[config.mk]
export PLATFORM = sky130hd
export DESIGN_NAME = avalon_st_timing_adapter_lat
export DESIGN_NICKNAME = d
export VERILOG_FILES = /design/src/rtl/avalon_st_pkg.sv /design/src/rtl/avalon_st_sc_fifo_param.sv /design/src/rtl/avalon_st_timing_adapter_lat.sv
export SDC_FILE = /design/constraint.sdc
export NUM_CORES = 1
export LEC_CHECK = 0
export CELL_PAD_IN_SITES_DETAIL_PLACEMENT = 1
export CELL_PAD_IN_SITES_GLOBAL_PLACEMENT = 2
export CORE_MARGIN = 5
export CORE_UTILIZATION = 40
export DETAILED_ROUTE_END_ITERATION = 10
export PLACE_DENSITY_LB_ADDON = 0.08
export SKIP_CTS_REPAIR_TIMING = 1
export SYNTH_ARGS = -nofsm -noshare
export SYNTH_HDL_FRONTEND = slang
export SYNTH_SLANG_ARGS = --single-unit
[constraint.sdc]
create_clock -name clk -period 10 [get_ports clk]
set_clock_uncertainty 0.15 [all_clocks]
set_input_delay 1.5 -clock clk [delete_from_list [all_inputs] [get_ports clk]]
set_output_delay 1.5 -clock clk [all_outputs]
set_load 0.02 [all_outputs]
[src/rtl/avalon_st_pkg.sv]
// rtl/avalon_st_pkg.sv - shared constants and helpers for the Avalon-ST timing adapter
//
// Contents:
//   MAX_READY_LATENCY : largest ready latency either side of the adapter supports
//   payload_w()       : packed beat width {data, channel, error, sop, eop}
package avalon_st_pkg;

   localparam int MAX_READY_LATENCY = 3;

   function automatic int payload_w(input int data_w, input int ch_w, input int err_w);
      return data_w + ch_w + err_w + 2;
   endfunction

endpackage

[src/rtl/avalon_st_sc_fifo_param.sv]
// rtl/avalon_st_sc_fifo_param.sv - show-ahead single-clock FIFO with occupancy counter
//
// Ports:
//   clk, reset_n : clock, asynchronous active-low reset (pointers and fill only)
//   push, wdata  : write request and beat; ignored when full unless popping too
//   pop          : consume head entry; ignored when empty
//   rdata        : head entry, valid whenever !empty (show-ahead)
//   fill         : occupancy 0..DEPTH
//   empty, full  : occupancy flags
module avalon_st_sc_fifo_param #(
   parameter int WIDTH = 42,
   parameter int DEPTH = 8
) (
   input  logic                     clk,
   input  logic                     reset_n,
   input  logic                     push,
   input  logic                     pop,
   input  logic [WIDTH-1:0]         wdata,
   output logic [WIDTH-1:0]         rdata,
   output logic [$clog2(DEPTH):0]   fill,
   output logic                     empty,
   output logic                     full
);

   localparam int AW = $clog2(DEPTH);
   localparam int FW = AW + 1;

   logic [WIDTH-1:0] mem [DEPTH];
   logic [AW-1:0]    wr_ptr;
   logic [AW-1:0]    rd_ptr;
   logic [FW-1:0]    fill_q;
   logic             do_push;
   logic             do_pop;

   assign empty   = (fill_q == '0);
   assign full    = (fill_q == FW'(DEPTH));
   assign do_pop  = pop && !empty;
   // At full a simultaneous pop frees the head slot, which is exactly where wr_ptr points.
   assign do_push = push && (!full || do_pop);

   assign rdata = mem[rd_ptr];
   assign fill  = fill_q;

   always_ff @(posedge clk) begin
      if (do_push) begin
         mem[wr_ptr] <= wdata;
      end
   end

   always_ff @(posedge clk or negedge reset_n) begin
      if (!reset_n) begin
         wr_ptr <= '0;
         rd_ptr <= '0;
         fill_q <= '0;
      end else begin
         if (do_push) begin
            wr_ptr <= wr_ptr + AW'(1);
         end
         if (do_pop) begin
            rd_ptr <= rd_ptr + AW'(1);
         end
         case ({do_push, do_pop})
            2'b10:   fill_q <= fill_q + FW'(1);
            2'b01:   fill_q <= fill_q - FW'(1);
            default: fill_q <= fill_q;
         endcase
      end
   end

endmodule

[src/rtl/avalon_st_timing_adapter_lat.sv]
// rtl/avalon_st_timing_adapter_lat.sv - Avalon-ST adapter bridging differing source/sink ready latencies
//
// Ports:
//   clk, reset_n          : sole clock, asynchronous active-low reset
//   in_ready              : registered grant, high while fill < DEPTH - IN_READY_LATENCY
//   in_valid, in_*        : source beat (data, channel, error, sop, eop)
//   out_ready             : sink grant (delayed OUT_READY_LATENCY cycles when nonzero)
//   out_valid, out_*      : head beat of the buffer
//   fill_level            : buffer occupancy 0..DEPTH
//   overflow              : sticky, set when a beat arrives at a full buffer with no pop
module avalon_st_timing_adapter_lat
   import avalon_st_pkg::*;
#(
   parameter int DATA_W            = 32,
   parameter int CHANNEL_W         = 2,
   parameter int ERROR_W           = 6,
   parameter int IN_READY_LATENCY  = 0,
   parameter int OUT_READY_LATENCY = 0,
   parameter int DEPTH             = 8
) (
   input  logic                     clk,
   input  logic                     reset_n,
   output logic                     in_ready,
   input  logic                     in_valid,
   input  logic [DATA_W-1:0]        in_data,
   input  logic [CHANNEL_W-1:0]     in_channel,
   input  logic [ERROR_W-1:0]       in_error,
   input  logic                     in_startofpacket,
   input  logic                     in_endofpacket,
   input  logic                     out_ready,
   output logic                     out_valid,
   output logic [DATA_W-1:0]        out_data,
   output logic [CHANNEL_W-1:0]     out_channel,
   output logic [ERROR_W-1:0]       out_error,
   output logic                     out_startofpacket,
   output logic                     out_endofpacket,
   output logic [$clog2(DEPTH):0]   fill_level,
   output logic                     overflow
);

   localparam int PW = payload_w(DATA_W, CHANNEL_W, ERROR_W);
   localparam int FW = $clog2(DEPTH) + 1;
   // Leave room for the beats the source may still send on grants already issued.
   localparam logic [FW-1:0] RDY_LIMIT = FW'(DEPTH - IN_READY_LATENCY);

   logic          in_ready_q;
   logic          overflow_q;
   logic          push_req;
   logic          accept;
   logic          pop;
   logic          out_valid_int;
   logic          fifo_empty;
   logic          fifo_full;
   logic [FW-1:0] fill;
   logic [FW-1:0] fill_next;
   logic [PW-1:0] wdata;
   logic [PW-1:0] rdata;

   // With a nonzero latency the source only drives valid on cycles it was granted.
   assign push_req = (IN_READY_LATENCY == 0) ? (in_valid && in_ready_q) : in_valid;
   assign accept   = push_req && (!fifo_full || pop);
   assign fill_next = fill + FW'(accept) - FW'(pop);

   assign wdata = {in_data, in_channel, in_error, in_startofpacket, in_endofpacket};
   assign {out_data, out_channel, out_error, out_startofpacket, out_endofpacket} = rdata;

   generate
      if (OUT_READY_LATENCY == 0) begin : g_out_m0
         assign out_valid_int = !fifo_empty;
         assign pop           = out_valid_int && out_ready;
      end else begin : g_out_mn
         logic [OUT_READY_LATENCY-1:0] rdy_hist;

         always_ff @(posedge clk or negedge reset_n) begin
            if (!reset_n) begin
               rdy_hist <= '0;
            end else begin
               rdy_hist <= (rdy_hist << 1) | OUT_READY_LATENCY'(out_ready);
            end
         end

         // The sink committed to accept M cycles ago, so presenting is popping.
         assign out_valid_int = !fifo_empty && rdy_hist[OUT_READY_LATENCY-1];
         assign pop           = out_valid_int;
      end
   endgenerate

   always_ff @(posedge clk or negedge reset_n) begin
      if (!reset_n) begin
         in_ready_q <= 1'b0;
         overflow_q <= 1'b0;
      end else begin
         in_ready_q <= (fill_next < RDY_LIMIT);
         if (push_req && fifo_full && !pop) begin
            overflow_q <= 1'b1;
         end
      end
   end

   avalon_st_sc_fifo_param #(
      .WIDTH (PW),
      .DEPTH (DEPTH)
   ) u_fifo (
      .clk     (clk),
      .reset_n (reset_n),
      .push    (push_req),
      .pop     (pop),
      .wdata   (wdata),
      .rdata   (rdata),
      .fill    (fill),
      .empty   (fifo_empty),
      .full    (fifo_full)
   );

   assign in_ready   = in_ready_q;
   assign out_valid  = out_valid_int;
   assign fill_level = fill;
   assign overflow   = overflow_q;

endmodule
# ---- Word level (Yosys, flattened, before mapping)
# Memories as Yosys holds them, arrays and structs flattened.
# Cells that the tools add are included.
dict set report totals {
  reg_bits 12
  mem_bits_rw 336
  input_bits 46
  output_inout_bits 49
  word_cells 33
  mem_count 1
}
# name words width read_ports rd_clocked_by_memory_dff write_ports line
set mem_list {}
lappend mem_list {u_fifo.mem 8 42 1 0 1 avalon_st_sc_fifo_param.sv:28} ;# logic [WIDTH-1:0] mem [DEPTH];
dict set report op_classes {
  n_addsub 6
  order_cmp 1
  eq_ne 3
  mux 3
  reduce_logical 14
}
# cell count
set op_table {}
lappend op_table {{case mux 4 bit (2 select lines)} 1}
lappend op_table {{logical AND 1 bit} 7}
lappend op_table {{adder 3 x 1 -> 3 bit, second input constant} 2}
lappend op_table {{adder 4 x 1 -> 4 bit} 1}
lappend op_table {{adder 4 x 1 -> 4 bit, second input constant} 1}
lappend op_table {{equality test 4 bit, second input constant} 1}
lappend op_table {{logical NOT 4 bit} 1}
lappend op_table {{less-than comparator 4 bit, second input constant} 1}
lappend op_table {{subtractor 4 x 1 -> 4 bit} 1}
lappend op_table {{subtractor 4 x 1 -> 4 bit, second input constant} 1}
lappend op_table {{logical NOT 1 bit} 3}
lappend op_table {{equality test 2 x 1 -> 1 bit, second input constant} 1}
lappend op_table {{equality test 2 bit, second input constant} 1}
lappend op_table {{logical OR 1 bit} 2}
lappend op_table {{two-way mux 1 bit} 2}
lappend op_table {{nonzero test 2 bit} 1}

# ---- Depth between registers and ports, before layout
# Gate-level depths: netlist (run 1).
dict set report logic_depth {
  depth_word 8
  mapped_depth 13
  ltp_nobuf 12
}

# ---- Hierarchy
# Synthesis (run 1) repeated with hierarchy kept, for this count alone.
dict set report unflattened {
  cells_unflattened 572
  hier_area_um2 13500.4
}
# module instances cells_per_inst area_per_inst_um2 seq_area_each_um2
set modules_own_cells {}
lappend modules_own_cells {avalon_st_sc_fifo_param 1 552 13309.0 10339.9}
lappend modules_own_cells {avalon_st_timing_adapter_lat 1 20 191.4 50.0}

# ---- Least setup slack after synthesis (run 1)
# OpenSTA, ideal clock, no wires.
dict set report synth_timing {
  kind {input -> register}
  start {in out_ready}
  end {mem u_fifo.mem[0][0], enable pin}
  setup_time_ns 0.546
  arrival_time_ns 6.114
  t_required_ns 9.304
  path_slack_ns 3.190
  stages 4
  n_path_buf 1
  path_cell_list {clkbuf_1 > nand2b_1 > a21o_1 > nor4_1}
}
dict set report synth_via {
  elab_chain_cells 6
}
# item line
set synth_rtl {}
lappend synth_rtl {{start, declared} avalon_st_timing_adapter_lat.sv:30} ;# input logic out_ready,
lappend synth_rtl {{logical AND 1 bit} avalon_st_timing_adapter_lat.sv:70} ;# assign pop = out_valid_int && out_ready;
lappend synth_rtl {{logical AND 1 bit} avalon_st_sc_fifo_param.sv:37} ;# assign do_pop = pop && !empty;
lappend synth_rtl {{logical OR 1 bit} avalon_st_sc_fifo_param.sv:39} ;# assign do_push = push && (!full || do_pop);
lappend synth_rtl {{logical AND 1 bit} avalon_st_sc_fifo_param.sv:39}
lappend synth_rtl {{two-way mux 1 bit} avalon_st_sc_fifo_param.sv:45} ;# if (do_push) begin
lappend synth_rtl {{two-way mux 1 bit (not written as such)} avalon_st_sc_fifo_param.sv:46} ;# mem[wr_ptr] <= wdata;
lappend synth_rtl {{end, declared} avalon_st_sc_fifo_param.sv:28}
# Every way passes these cells.

# ---- Worst setup path after layout (run 1)
dict set report layout_timing {
  start {reg u_fifo.rd_ptr[0]}
  end {out out_data[19]}
}
dict set report layout_via {
  elab_chain_cells 1
}
# item line
set layout_rtl {}
lappend layout_rtl {{start, declared} avalon_st_sc_fifo_param.sv:30} ;# logic [AW-1:0] rd_ptr;
lappend layout_rtl {{start signal, assigned} avalon_st_sc_fifo_param.sv:60} ;# rd_ptr <= rd_ptr + AW'(1);
lappend layout_rtl {{memory read (8 x 42 bit)} -}
lappend layout_rtl {{end, declared} avalon_st_timing_adapter_lat.sv:32} ;# output logic [DATA_W-1:0] out_data,
# Every way passes these cells.

==> key figures, run 1 <==
Run status
  – Outcome: finished clean

Final layout
  – Nets@finish: between 700 and 800
  – Cell area after layout: 16,100 um^2
  – Layout cells sized above 1: 0.269
  – Ant diodes: 0
  – Post-layout util: 0.482
  – Area Growth Syn to Fin: 19.6%

Setup path
  – WP data required: ~8.4 ns
  – FF-to-FF Start: u_fifo.fill[2]$_DFFE_PN0P_
  – R2R setup slack: between 6 and 7 ns
  – Worst setup endpoint: out_data[19]
  – Critical path class: register to primary output
  – Crit path from: u_fifo.rd_ptr[0]$_DFFE_PN0P_
  – Critical path launch point type: register
  – FF-to-FF End: u_fifo.mem[3][35]$_DFFE_PP_
  – Crit Path Max Fanout: 53
  – CP Data Arrival Time: 3.90 ns
  – Worst Setup End Kind: primary output
  – R2r worst-path depth: 7

Synthesis
  – Mux share of post-synthesis cell area: 0.178
  – Netlist cell types: 36
  – Sequential-to-total area share from yosys stat: 0.773
  – Ys Warns: 0
  – Cells after Synth: around 570
  – Syn_nets: 625
  – Post-synth top area cell: edfxtp_1
  – XOR/XNOR Fraction of Synth Area: 0.00586
  – Simple logic cell fraction of the synthesized area: 0.0148
  – Top area cells in the synthesized netlist: edfxtp_1 75%, mux4_2 13%, mux2_2 3.5%, dfrtp_1 2.2%, mux4_1 1.8%
  – Synth Area in Adders: 0.00745
  – Share of the synthesized area in the top cell type: 0.751
  – Main combinational cell family by area after synthesis: multiplexers
  – Mapped Area: between 10,000 and 15,000 um^2
  – Synth Register Bits: around 350
  – Compound-Gate Fraction of Synth Area: 0.00503
  – Mean area per synthesized cell: between 20 and 25 um^2

Timing
  – Max-slew violation total from the final report: 0
  – Final Setup Violations: 0
  – PnR worst setup slack: roughly 4.4 ns
  – Achievable frequency: approximately 0.18 GHz
  – Worst rel slew slack: 0.259
  – Final hold vios: 0
  – RSZ-0062 raised after global routing: no
  – Tmin final: 5.55 ns
  – Period utilization: 0.555
  – Setup tns final: 0 ns
  – Worst-Margin Slew: 1.11 ns

Floorplan
  – # rows: between 60 and 70
  – Die Ht: 193 um
  – Core ar.: 33,400 um^2
  – Boundary pin count: between 90 and 100
  – Starting Density: 0.403
  – Die Area: about 37,000 um^2
  – Die width: a little under 200 um

Clocking
  – CTS root buffer: clkbuf_16
  – CTS tree: done
  – CTS Buffer Depth: 3
  – Htree depth: 2
  – Clk Latency, worst-skew pair: 0.50 ns
  – CTS Buf Count: 38
  – Sink Count: roughly 350
  – Reg clk slew, reported paths: 0.06 ns

GRT
  – GRT Residual Overflow: 0
  – Global-route wire length before repair: between 40,000 and 50,000 um
  – Initial antenna violation count: 1
  – Aggregate global-route resource usage: 0.153
  – Largest net degree at the start of global routing: 54
  – Vias in the first global route: 6,916

Placed design
  – HPWL Detailed: roughly 16,000 um
  – DP Area: roughly 15,000 um^2
  – Setup WS pre-CTS: between 4 and 5 ns
  – Port bufs: 94
  – RePlAce Congestion: between 0.7 and 0.8

Job
  – Max-cap violations: 0

Routing
  – DR iter-0 viols: approximately 350
  – Routed wire length: about 29,000 um
  – Post-DRT Antenna Nets: 0
  – DRC errors left: 0
  – Via Count: around 6,100
  – DR pass1 iterations: 4
  – Vias per cell: around 5.2
  – Wire per inst: ~24 um

Hold path
  – Min-Delay Path Class: register to register

Power
  – Pwr Total: 4.69 mW
  – Worst vdd ir: 0.161 mV
  – Pwr dens: 292 nW/um^2
  – Pleak: roughly 5.1 nW
==> registers in the layout (all words and copies together), names as in the netlist <==
register and flops:
u_fifo.mem 336, u_fifo.fill 4, u_fifo.rd_ptr 3, u_fifo.wr_ptr 3
in_ready 1, overflow 1
==> cell type report <==
class / count / area (um^2)
Sequential cell: 348 / 10400
Clock inverter: 15 / 65.1
Fill cell: 3036 / 17300
Clock buffer: 54 / 1070
Inverter: 6 / 22.5
Multi-Input combinational cell: 191 / 2890
Timing Repair Buffer: 110 / 1060
Tap cell: 448 / 561
==> worst max-delay path, cell delays in order (launching register included) <==
cell             delay, ns
dfrtp_4               1.16
buf_4                 0.69
mux4_1                0.65
mux2_2                0.29
clkdlybuf4s50_1       0.55
==> Yosys cell counts <==
cell      number
edfxtp_1     336
mux4_2        75
mux2_2        42
nand2_1       13
dfrtp_1       12
clkbuf_1      11
mux4_1         9
xnor2_1        9
ha_1           8
buf_2          6
inv_1          5
nor2_1         5
nor3_1         5
buf_6          4
buf_12         3
nand2b_1       3
nand3_1        3
a21oi_1        2
buf_1          2
nor4_1         2
a211oi_1       1
a211oi_2       1
a21o_1         1
a221oi_1       1
a22oi_1        1
a31o_2         1
and2_0         1
inv_2          1
nand2_2        1
nand4_1        1
nor3b_2        1
o21ai_1        1
or2_1          1
or3_1          1
or3b_1         1
or4_1          1
==> worst min-delay path by stage <==
| stage | from | to | slack, ns | cells past startpoint |
|---|---|---|---|---|
| 6_report | overflow$_DFFE_PN0P_ | overflow$_DFFE_PN0P_ | 0.37 | 1 |
| 5_1_grt | overflow$_DFFE_PN0P_ | overflow$_DFFE_PN0P_ | 0.38 | 1 |
| 4_1_cts | overflow$_DFFE_PN0P_ | overflow$_DFFE_PN0P_ | 0.36 | 1 |
| 3_5_place_dp | overflow$_DFFE_PN0P_ | overflow$_DFFE_PN0P_ | 0.34 | 1 |
| 3_3_place_gp | overflow$_DFFE_PN0P_ | overflow$_DFFE_PN0P_ | 0.31 | 1 |
| 2_1_floorplan | u_fifo.wr_ptr[2]$_DFFE_PN0P_ | u_fifo.wr_ptr[2]$_DFFE_PN0P_ | 0.37 | 1 |
==> through the flow <==
step	hold slack, ns	instances
after CTS	0.363	1172
after detailed placement	0.343	1103
after global placement	0.313	1103
final	0.369	1172
after floorplan	0.367	571
after global routing	0.379	1172
==> placed cells by master, fill, tap and decap left out, types with 3 or more instances in the layout <==
cell type	count
clkinv_1	10
clkinv_2	4
inv_1	5
mux4_2	75
mux2_2	42
buf_4	16
mux4_1	9
dfrtp_1	9
xnor2_1	9
ha_1	8
edfxtp_1	336
clkbuf_16	41
nor3_2	4
nand3_1	3
nand2b_1	3
clkbuf_1	13
nor2_4	3
clkdlybuf4s50_1	94
nand2_1	13
==> where the power goes <==
group | switching, mW | internal [mW] | total [mW] | leakage (nW)
clock network | 0.527 | 0.747 | 1.27 | 0.552
logic | 0.690 | 0.780 | 1.47 | 1.38
registers | 0.182 | 1.77 | 1.95 | 3.17
==> cell families after synthesis <==
group | count (synthesis)
AO/OA/AOI/OAI | 9
AND/OR/NAND/NOR | 39
adder cells (fa/ha/maj) | 8
flip-flops | 348
buffers and inverters | 32
multiplexers | 126
XOR/XNOR | 9
==> per-layer routing <==
layer  GRT usage  vias to the layer above  share of wire  routed length [um]
li1            -                     2663              -                   -
met1       0.214                     3276           0.45               12900
met2       0.254                      116           0.50               14200
met3      0.0301                       37          0.037                1070
met4      0.0330                        2          0.015                 426
met5           0                        -        0.00025                   7
(Power assumes the default switching activity.)
==> inputs of run 2 (changes only) <==
==> constraint.sdc (replaced) <==
create_clock -name clk -period 4.63 [get_ports clk]
set_clock_uncertainty 0.15 [all_clocks]
set_input_delay 0.6945 -clock clk [delete_from_list [all_inputs] [get_ports clk]]
set_output_delay 0.6945 -clock clk [all_outputs]
set_load 0.02 [all_outputs]
==> run 2 against run 1 <==
Via count hardly changed. Critical path type unchanged. Wire length rose by 1.1%. Largest power group unchanged. Highest routed layer unchanged. Setup slack worse by 3.7 ns. Global-route usage increased by 0.19 points. Worst hold slack got worse by 0.014 ns. Sequential cell count stayed put.
==> key figures, run 2 (synthesis gave the netlist of run 1 again) <==
Run status
  – Outcome: finished clean

Floorplan
  – Boundary pin count: 95
  – Die width: approximately 190 um
  – Die Area: roughly 37,000 um^2
  – # rows: 67
  – Die Ht: around 190 um
  – Core ar.: 33,400 um^2
  – Starting Density: 0.403

Setup path
  – R2R setup slack: roughly 1.7 ns
  – Critical path launch point type: register
  – Critical path class: register to primary output
  – Crit path cell chain: buf_12, mux4_1, mux2_2, clkdlybuf4s50_1
  – Crit path from: u_fifo.rd_ptr[0]$_DFFE_PN0P_
  – CP Buf/Inv Count: 2
  – CP Data Arrival Time: 3.09 ns
  – Largest stage delay on the critical path: around 0.81 ns
  – WP data required: approximately 3.8 ns
  – FF-to-FF End: u_fifo.mem[5][40]$_DFFE_PP_
  – CP max stage cell: dfrtp_4
  – Crit Path Max Fanout: 32
  – Worst Setup End Kind: primary output
  – FF-to-FF Start: u_fifo.fill[2]$_DFFE_PN0P_
  – R2r worst-path depth: 8
  – CP top delay family: buffers and inverters

Clocking
  – Clk Latency, worst-skew pair: about 0.51 ns
  – CTS root buffer: clkbuf_16
  – Sink Count: approximately 350
  – CTS tree: done
  – Reg clk slew, reported paths: 0.06 ns
  – CTS Buf Count: 38
  – CTS Buffer Depth: 3
  – Htree depth: 2

Routing
  – Vias per cell: ~5.2
  – DRC errors left: 0
  – Wire per inst: around 25 um
  – Via Count: between 6,000 and 7,000
  – DR iter-0 viols: about 270
  – Routed wire length: ~29,000 um
  – DR pass1 iterations: 4
  – Post-DRT Antenna Nets: 0

Power
  – Clk pwr share: 0.280
  – Pwr dens: roughly 640 nW/um^2
  – Worst vdd ir: between 0.3 and 0.4 mV
  – P_int: around 7.3 mW
  – Pleak: 5.20 nW
  – Comb pwr share: 0.320
  – Sw frac: 0.295
  – Pwr Total: about 10 mW
  – Total net switching power: roughly 3.1 mW
  – Sequential fraction of design power: 0.400

GRT
  – Largest net degree at the start of global routing: 47
  – GRT Residual Overflow: 0
  – Global-route wire length before repair: 44,300 um
  – Initial antenna violation count: 3
  – Aggregate global-route resource usage: 0.155
  – Vias in the first global route: ~7,000

Timing
  – Worst rel slew slack: 0.545
  – Achievable frequency: 0.254 GHz
  – Worst-Margin Slew: 0.680 ns
  – Hold Slack: ~0.36 ns
  – RSZ-0062 raised after global routing: no
  – Tmin final: ~4 ns
  – Final hold vios: 0
  – Period utilization: 0.849
  – Final Setup Violations: 0
  – Max-slew violation total from the final report: 0

Final layout
  – Multi-input gate area: roughly 2900 um^2
  – Post-layout util: 0.489
  – Most frequent cells in the layout: 336 x edfxtp_1, 94 x clkdlybuf4s50_1, 75 x mux4_2, 42 x mux2_2, 41 x clkbuf_16
  – Largest register FFs: 336
  – Register area: 10,400 um^2
  – Cell area after layout: 16,300 um^2
  – Area Growth Syn to Fin: 21.3%
  – Commonest non-fill, non-tap cell in the layout: edfxtp_1
  – Largest Register: u_fifo.mem
  – Fillers: 3,038
  – Layout cells sized above 1: 0.284
  – Nets@finish: about 750

Placed design
  – DP Area: 15,100 um^2
  – Port bufs: 94
  – RePlAce Congestion: 0.693
  – HPWL Detailed: 16,400 um

Hold path
  – Hold_sp: overflow$_DFFE_PN0P_
  – Min-Delay Path Class: register to register
  – Hold EP: overflow$_DFFE_PN0P_
  – Hold Path Cell Cnt: 1

Job
  – Max-cap violations: 0
-- run 2: cell types whose count changed in the layout (fill, tap and decap cells not counted) --
cell	change
buf_12	+8
buf_4	-3
bufinv_16	+2
clkbuf_1	-4
clkbuf_8	+1
clkinv_1	-4
clkinv_2	+2
clkinvlp_4	+2
diode_2	+1
nor3_2	-1
nor3_4	+1
nor4_2	-1
nor4_4	+1
-- run 2: worst max path at each step --
stage / endpoint / slack, ns / depth (start not counted)
floorplan: u_fifo.mem[4][0]$_DFFE_PP_ / -0.26 / 4
finish: out_data[14] / 0.70 / 4
global route: out_data[20] / 0.51 / 4
detailed placement: u_fifo.mem[5][40]$_DFFE_PP_ / 1.13 / 7
CTS: out_data[14] / 0.59 / 4
global placement: out_data[19] / 1.15 / 4
-- run 2: power by group through the flow --
stage	logic, mW	registers, mW	clock network (mW)
after floorplan	2.28	4.02	0
after global placement	3.36	4.19	0
after detailed placement	3.39	4.22	0
after CTS	3.41	4.16	2.99
after global routing	3.57	4.19	3.15
final	3.32	4.14	2.90
-- run 2: layout make-up --
| class | instances | share of cell area |
|---|---|---|
| diodes | 1 | 0.000154 |
| clock buffers | 51 | 0.0659 |
| clock inverters | 17 | 0.00829 |
| inverters | 6 | 0.00138 |
| multi-input cells | 191 | 0.178 |
| flip-flops and latches | 348 | 0.638 |
| well taps | 448 | 0.0344 |
| repair buffers | 115 | 0.0735 |
-- run 2: metrics by stage --
stage / worst slack (ns) / TNS [ns] / cells
3_3_place_gp: 1.15 / 0 / 1108
3_5_place_dp: 1.13 / 0 / 1108
2_1_floorplan: -0.256 / -32.23 / 571
4_1_cts: 0.588 / 0 / 1176
5_1_grt: 0.510 / 0 / 1177
6_report: 0.699 / 0 / 1177
-- run 2: metal layers --
layer	track usage	routed length [um]	vias up	part of all wire
met5	0	22	-	0.00076
met4	0.0367	500	4	0.017
met3	0.0337	1250	42	0.043
met2	0.263	14500	116	0.50
met1	0.207	12600	3266	0.44
li1	-	-	2669	-
==> inputs of run 3 (changes only) <==
==> constraint.sdc (replaced) <==
create_clock -name clk -period 3.8 [get_ports clk]
set_clock_uncertainty 0.15 [all_clocks]
set_input_delay 0.57 -clock clk [delete_from_list [all_inputs] [get_ports clk]]
set_output_delay 0.57 -clock clk [all_outputs]
set_load 0.02 [all_outputs]
==> run 3 against run 2 <==
Sequential power grew 19%. Count of clock-buffer cells in the layout grew 3. Worst hold slack lost 0.064 ns. Total power grew 20%. Die area is the same. Combinational power grew 27%. Non-clock buffer count shrank 1. Setup slack lost 0.44 ns. Critical endpoint is now out_data[20]. Sequential cell count is the same. Clock power grew 14%.
==> key figures, run 3 (synthesis gave the netlist of run 1 again) <==
GRT
  – Top Usage Layer GRT: met2
  – Vias in the first global route: 6,958
  – GR Layer Usage met1: 0.207
  – Aggregate global-route resource usage: 0.151
  – GRT Residual Overflow: 0
  – Largest net degree at the start of global routing: between 50 and 60
  – M2 GR Usage: 0.249
  – Initial antenna violation count: 2
  – Global-route wire length before repair: between 40,000 and 50,000 um
  – Met3 GRT Util: 0.0341

Timing
  – Final Setup Violations: 0
  – Final hold vios: 0
  – Max-slew violation total from the final report: 0
  – RSZ-0062 raised after global routing: no
  – Period utilization: 0.931
  – Worst rel slew slack: 0.502
  – Achievable frequency: around 0.28 GHz
  – Tmin final: about 3.5 ns
  – Worst-Margin Slew: 0.741 ns
  – Hold Slack: slightly below 0.3 ns

Clocking
  – CTS Buffer Depth: 3
  – CTS tree: done
  – Sink Count: 348
  – Clk Latency, worst-skew pair: between 0.5 and 0.6 ns
  – CTS root buffer: clkbuf_16
  – Reg clk slew, reported paths: roughly 0.060 ns
  – CTS Buf Count: 38
  – Htree depth: 2

Routing
  – Routed wire length: approximately 28,000 um
  – DR pass1 iterations: 5
  – Via Count: 6,070
  – DR iter-0 viols: just over 300
  – Wire per inst: 24.0 um
  – Vias per cell: approximately 5.2
  – DRC errors left: 0
  – Post-DRT Antenna Nets: 0

Power
  – Pleak: 5.17 nW
  – Comb pwr share: 0.339
  – Worst vdd ir: roughly 0.4 mV
  – Total net switching power: between 3 and 4 mW
  – Sequential fraction of design power: 0.396
  – Clk pwr share: 0.266
  – Pwr dens: roughly 760 nW/um^2
  – Sw frac: 0.296
  – P_int: between 8 and 9 mW

Setup path
  – Critical path launch point type: register
  – CP Data Arrival Time: between 2 and 3 ns
  – Crit Path Max Fanout: 31
  – R2r worst-path depth: 12
  – Critical path class: register to primary output
  – Worst Setup End Kind: primary output
  – CP max stage cell: dfrtp_4
  – Largest stage delay on the critical path: slightly below 0.6 ns
  – WP data required: approximately 3 ns
  – Crit path cell chain: buf_12, mux4_1, mux2_2, clkdlybuf4s50_1

Job
  – Max-cap violations: 0

Final layout
  – Largest register FFs: approximately 340
  – Area Growth Syn to Fin: 21.2%
  – Commonest non-fill, non-tap cell in the layout: edfxtp_1
  – Post-layout util: 0.488
  – Layout cells sized above 1: 0.280
  – Fillers: between 3,000 and 4,000
  – Most frequent cells in the layout: 336 x edfxtp_1, 94 x clkdlybuf4s50_1, 75 x mux4_2, 42 x mux2_2, 39 x clkbuf_16
  – Nets@finish: 753
  – Largest Register: u_fifo.mem

Placed design
  – HPWL Detailed: 15,500 um
  – RePlAce Congestion: approximately 0.73
  – Port bufs: 94

Floorplan
  – Boundary pin count: 95
  – # rows: 67
  – Die Ht: about 190 um
  – Starting Density: 0.403
  – Core ar.: around 33,000 um^2
  – Die width: between 150 and 200 um
  – Die Area: ~37,000 um^2

Run status
  – Outcome: finished clean

Hold path
  – Min-Delay Path Class: primary input to asynchronous set/reset pin
[run 3: final timing paths]
| path | from | end | slack [ns] |
|---|---|---|---|
| max reg2reg | u_fifo.fill[2]$_DFFE_PN0P_ | in_ready$_DFF_PN0_ | 1.07 |
| min in group clk | overflow$_DFFE_PN0P_ | overflow$_DFFE_PN0P_ | 0.32 |
| min | reset_n | in_ready$_DFF_PN0_ | 0.29 |
| max | u_fifo.rd_ptr[0]$_DFFE_PN0P_ | out_data[20] | 0.26 |
| min reg2reg | overflow$_DFFE_PN0P_ | overflow$_DFFE_PN0P_ | 0.32 |
| max in group asynchronous | reset_n | u_fifo.rd_ptr[1]$_DFFE_PN0P_ | 2.75 |
[run 3: worst max-delay path, delay by kind of cell (launching register included)]
family	cells	cell delay (ns)
flip-flops	1	0.59
buffers and inverters	2	0.84
multiplexers	2	0.85
[run 3: layer usage]
metal / up-vias / routed length (um)
li1: 2671 / -
met1: 3231 / 12400
met2: 123 / 14100
met4: 4 / 464
met3: 41 / 1280
met5: - / 27
[run 3: per-stage QoR]
| step | worst slack, ns | TNS [ns] | cells | power (mW) | cell area (um^2) |
|---|---|---|---|---|---|
| floorplan | -1.01 | -142.34 | 571 | 7.67 | 13500 |
| global placement | 0.749 | 0 | 1107 | 9.30 | 15200 |
| detailed placement | 0.735 | 0 | 1107 | 9.35 | 15200 |
| CTS | 0.188 | 0 | 1174 | 12.7 | 16300 |
| global route | 0.117 | 0 | 1174 | 13.1 | 16300 |
| finish | 0.263 | 0 | 1175 | 12.4 | 16300 |
[run 3: cell type report]
type	count	area, um^2	share of cell area
Sequential cell	348	10400	0.639
Multi-Input combinational cell	191	2910	0.179
Timing Repair Buffer	114	1270	0.0778
Clock buffer	54	1050	0.0646
Tap cell	448	561	0.0344
Clock inverter	13	72.6	0.00446
Inverter	6	22.5	0.00138
Antenna cell	1	2.50	0.000154
[run 3: power by group through the flow]
stage	combinational, mW	clock (mW)	sequential [mW]
after floorplan	2.77	0	4.89
after global placement	4.31	0	4.99
after detailed placement	4.33	0	5.01
after CTS	4.36	3.42	4.94
after global routing	4.54	3.60	4.97
final	4.21	3.30	4.92
